--- src/rtl/piso_serializer.sv ---
// piso_serializer: valid/ready word in, one bit per enabled clock out with frame qualifiers
module piso_serializer #(
  parameter int WIDTH     = 4,
  parameter bit MSB_FIRST = 1
) (
  input  logic             clk,
  input  logic             rst,
  input  logic [WIDTH-1:0] p_in,
  input  logic             p_valid,
  output logic             p_ready,
  input  logic             s_en,
  output logic             s_out,
  output logic             s_valid,
  output logic             s_last,
  output logic             busy
);
  localparam int CW = $clog2(WIDTH);
  localparam logic [CW-1:0] LAST = CW'(WIDTH - 1);
  typedef enum logic {IDLE, SHIFT} state_t;
  state_t state, state_n;
  logic [WIDTH-1:0] shreg, shreg_n, shifted;
  logic [CW-1:0] cnt, cnt_n;
  logic accept;
  always_ff @(posedge clk or posedge rst) begin
    if (rst) begin
      state <= IDLE;
      shreg <= '0;
      cnt   <= '0;
    end else begin
      state <= state_n;
      shreg <= shreg_n;
      cnt   <= cnt_n;
    end
  end
  assign shifted = MSB_FIRST ? {shreg[WIDTH-2:0], 1'b0} : {1'b0, shreg[WIDTH-1:1]};
  assign accept  = p_valid && p_ready;
  // a final-bit accept reloads in place so the next word follows with no gap
  always_comb begin
    state_n = state;
    shreg_n = shreg;
    cnt_n   = cnt;
    if (state == IDLE) begin
      if (accept) begin
        state_n = SHIFT;
        shreg_n = p_in;
        cnt_n   = '0;
      end
    end else if (s_en) begin
      if (cnt != LAST) begin
        shreg_n = shifted;
        cnt_n   = cnt + 1'b1;
      end else begin
        state_n = accept ? SHIFT : IDLE;
        shreg_n = accept ? p_in : '0;
        cnt_n   = '0;
      end
    end
  end
  always_comb begin
    s_out   = MSB_FIRST ? shreg[WIDTH-1] : shreg[0];
    s_valid = state == SHIFT;
    busy    = state == SHIFT;
    s_last  = (state == SHIFT) && (cnt == LAST);
    p_ready = !rst && ((state == IDLE) || ((state == SHIFT) && (cnt == LAST) && s_en));
  end
endmodule

--- config.mk ---
export PLATFORM = sky130hd
export DESIGN_NAME = piso_serializer
export DESIGN_NICKNAME = d
export VERILOG_FILES = /design/src/rtl/piso_serializer.sv
export SDC_FILE = /design/constraint.sdc
export NUM_CORES = 1
export LEC_CHECK = 0
export CORE_AREA = 2 2 39 41
export CTS_BUF_LIST = sky130_fd_sc_hd__clkbuf_8
export DETAILED_ROUTE_END_ITERATION = 12
export DIE_AREA = 0 0 41 43
export GPL_ROUTABILITY_DRIVEN = 0
export PLACE_DENSITY = 0.52
export SETUP_SLACK_MARGIN = 0.05
export SYNTH_ARGS = -nofsm -noshare
export SYNTH_HDL_FRONTEND = slang
export SYNTH_SLANG_ARGS = --single-unit
--- constraint.sdc ---
create_clock -name clk -period 3.48 [get_ports clk]
set_input_delay 0.696 -clock clk [delete_from_list [all_inputs] [get_ports clk]]
set_output_delay 0.696 -clock clk [all_outputs]
set_load 0.02 [all_outputs]
== Yosys cells after proc, flatten, opt, wreduce, memory -nomap -nowiden ==
Index checks and enable logic that the tools add are counted.
Storage, ports and cells
  register bits after elaboration: 7
  bits of input ports: 8
  logic and storage cells: 29
Operators by class
  add/subtract/negate cells: 1
  eq/ne operators: 3
  multiplexer cells: 13
  bitwise logic cells: 1
  reduce and logical (&&, ||, !) cells: 8
Operator list (number)
  $mux 4: 5
  $mux 2: 4
  $logic_and 1x1->1: 4
  $mux 1: 4
  $ne 2x2->1 const B: 2
  $add 2x1->2 const B: 1
  $eq 2x2->1 const B: 1
  $reduce_and 2->1: 1
  $reduce_bool 2->1: 1
  $logic_not 1->1: 1
  $logic_or 1x1->1: 1
  $not 1->1: 1

== Longest topological paths before layout ==
  depth after elaboration: 10
  gate-level depth with buffers: 4

== Least setup slack after synthesis ==
Ideal clock, no wire load.
  kind: in2out
  start point: input s_en
  end point: output p_ready
  arrival: 1.121 ns
  setup slack: 1.663 ns
  cell stages on the path: 2
  path buffers: 0
  cells stage by stage: nand2_1 -> a21oi_1
Between the ends
  longest elaborated chain between the ends: 3
Ends and longest elaborated chain
  start: declaration: line 11  | input logic s_en,
  $logic_and 1x1->1: line 64  | p_ready = !rst && ((state == IDLE) || ((state == SHIFT) && (cnt == LAST) && s_en));
  $logic_or 1x1->1: line 64
  $logic_and 1x1->1: line 64
  end: declaration: line 10  | output logic p_ready,
Every way passes these cells.

== Worst setup path after layout ==
Same ends and word-level chain as after synthesis.

==> qor.csv <==
stage,metric,value,unit
synth,number of flops mapped to enable cells by yosys,0,
setup_path,CP Cell Sequence,"clkdlybuf4s50_1, nand2_1, a21oi_1, clkdlybuf4s50_1",
global_routing,first-pass GRT wire length,1159,um
routing,DRT antenna net count,0,
floorplan,I/O Pins,13,
synth,most instantiated cells after synthesis,"7 x dfrtp_1, 4 x nand2_1, 3 x inv_1, 3 x nor3_1, 3 x o21ai_0",
sta,setup_tns,0,ns
routing,routed length per placed instance,11.91,um
setup_path,crit path kind,input pin to output port,
synth,Mapped Area,392.9,um^2
cells_and_area,layout cells sized above 1,12.96,%
sta,clock skew,0.003064,ns
status,status,finished clean,
clock_tree,Worst-Skew Late Latency,0.23,ns
clock_tree,Hold Buf Count CTS,0,
sta,worst-margin pin slew,0.4026,ns
synth,"FFs w/ async S/R, synth",100.0,%
power_and_ir_drop,Lkg Pwr,0.2380,nW
power_and_ir_drop,pwr dens,882.6,mW/mm^2
sta,Final Hold Viols,0,
routing,DRC Markers,0,
setup_path,crit-path leading delay family,buffers and inverters,
min_path,WHS Path Cells,1,
sta,Slew headroom,73.04,%
synth,Synth Warn #,0,
run,Max Cap Viol,0,
clock_tree,CTS Buffer Depth,2,
cells_and_area,Final Core Density,40.42,%
setup_path,Crit path largest cell delay,0.62,ns
cells_and_area,final instance area,559.3,um^2
setup_path,Crit path arrival time,2.03,ns
global_routing,vias in the first global route,274,
synth,Yosys top cell by area,dfrtp_1,
place,Detailed Place HPWL,599.9,um
synth,Synth area leaders,"dfrtp_1 45%, a22o_1 4.5%, nor3_1 3.8%, o21ai_0 3.8%, nand2_1 3.8%",
cells_and_area,Nets,64,
cells_and_area,Post-Layout Cell Count,70,
synth,top cell type's share of synthesized area,44.59,%
setup_path,Worst path slowest cell,clkdlybuf4s50_1,
setup_path,Worst R2R Path Depth,3,
sta,unrepaired setup endpoints after global routing,no,
floorplan,core outline area,0.001384,mm^2
cells_and_area,antenna cells,0,
sta,Final setup viols,0,
power_and_ir_drop,maximum vdd ir drop,233.0,uV
clock_tree,CTS root buf,clkbuf_8,
global_routing,Tot GR Track Use,10.48,%
setup_path,CP startpoint kind,input pin,
global_routing,initial antenna violation count,0,
sta,Peak Freq,366.5,MHz
synth,post-synth cell types,22,
global_routing,total grt overflow,0,
place,PortBufs,12,
setup_path,CP required,2.78,ns
setup_path,Crit path top cell by count,clkdlybuf4s50_1,
cells_and_area,# fillers,150,
cells_and_area,Syn-to-layout area delta,42.36,%
synth,Syn Inst Count,40,
floorplan,Die ar.,0.001763,mm^2
place,DP Area,514.2,um^2
floorplan,DIE WIDTH,41,um
clock_tree,Clock transition at path regs,0.04,ns
global_routing,pin count of the biggest net entering global routing,10,
sta,Pins Over Slew Limit,0,
sta,Final period util,78.41,%
routing,vias,331,
setup_path,"critical path fanouts, max",3,
routing,DR vias/cell,4.729,
setup_path,Levels on crit path,4,
synth,"count leader, synth",dfrtp_1,
synth,syn_nets,49,
clock_tree,post_cts resized,0,
clock_tree,CTS tree,yes,
setup_path,Setup crit end kind,output port,
synth,Synth Register Bits,7,
synth,post-synthesis sequential area ratio,44.59,%
cells_and_area,Register Area,175.2,um^2
place,placed insts,66,
sta,Period minus WS final,2.729,ns
floorplan,die height,43,um
synth,top_reg_cell synth,dfrtp_1,
floorplan,Initial Utilization,28.39,%
floorplan,row count,14,
synth,Syn Area/Cell,9.822,um^2
clock_tree,H-tree depth,1,
routing,1st-pass router iterations,3,
setup_path,crit path buf inv count,2,
power_and_ir_drop,Design Power,0.4936,mW
clock_tree,clock sinks,7,
cells_and_area,multi-input logic area,187.7,um^2
min_path,Worst Hold Class,flip-flop to flip-flop,
routing,final WL,834,um
clock_tree,cts bufs inserted,3,
clock_tree,setup bufs post-CTS,0,
routing,DRT iter0 DRCs,11,
==> through the flow <==
step	hold slack [ns]	worst slack, ns
2_1_floorplan	0.4698	1.663
3_3_place_gp	0.4919	0.7499
3_5_place_dp	0.4928	0.7497
4_1_cts	0.5067	0.7396
5_1_grt	0.5106	0.6817
6_report	0.5042	0.7514
==> per-layer routing <==
layer | up-vias | GRT usage [%] | part of all wire [%]
li1 | 174 | - | -
met1 | 146 | 12.38 | 47
met2 | 9 | 14.06 | 44
met3 | 2 | 4.712 | 6.5
met4 | 0 | 8.000 | 3.0
met5 | - | 0 | 0
==> sequential cells by signal (all words and copies together), names as in the netlist <==
name	count
cnt	2
busy	1
shreg	4
==> cells by family (layout without fill, tap and decap cells) <==
logic type / after synthesis / in the layout / synth area share, %
buffers and inverters: 5 / 19 / 7.644
AO/OA/AOI/OAI: 12 / 12 / 21.65
AND/OR/NAND/NOR: 15 / 15 / 22.93
adder cells (fa/ha/maj): 1 / 1 / 3.184
flip-flops: 7 / 7 / 44.59
==> path summary, 6_finish.rpt <==
path                       startpoint        to  slack, ns
min                            cnt[1]    cnt[1]       0.50
max                              s_en   p_ready       0.75
max reg2reg                      busy  shreg[3]       2.16
min in group asynchronous         rst  shreg[1]       0.81
max in group asynchronous         rst  shreg[3]       2.43
min reg2reg                    cnt[1]    cnt[1]       0.50
==> worst register-to-register path, cell delays in order, from the launching register on <==
cell and delay, ns:
dfrtp_1 0.47, nor3b_2 0.42, or2_4 0.22, a31oi_2 0.08
==> placed cells by master (no fill, tap or decap), types with 2 or more instances in the layout <==
cell | netlist | layout
inv_1 | 3 | 4
clkbuf_8 | 0 | 3
nor3_1 | 3 | 3
nor2_1 | 2 | 2
a22o_1 | 2 | 2
a31oi_1 | 2 | 2
dfrtp_1 | 7 | 7
clkdlybuf4s50_1 | 0 | 12
o21ai_0 | 3 | 3
nand2_1 | 4 | 4
==> cell type report <==
class	instances	share of cell area, %
Sequential cell	7	31.32
Tap cell	16	3.579
Inverter	3	2.013
Multi-Input combinational cell	28	33.56
Timing Repair Buffer	12	21.48
Clock buffer	3	7.383
Clock inverter	1	0.6711
==> power by group <==
group          internal (mW)  switching, mW  total, mW
clock network         0.0766         0.0388      0.115
registers              0.122         0.0316      0.153
logic                  0.115          0.110      0.225
total                  0.313          0.181      0.494
No activity file was read; power rests on OpenSTA's default activity.
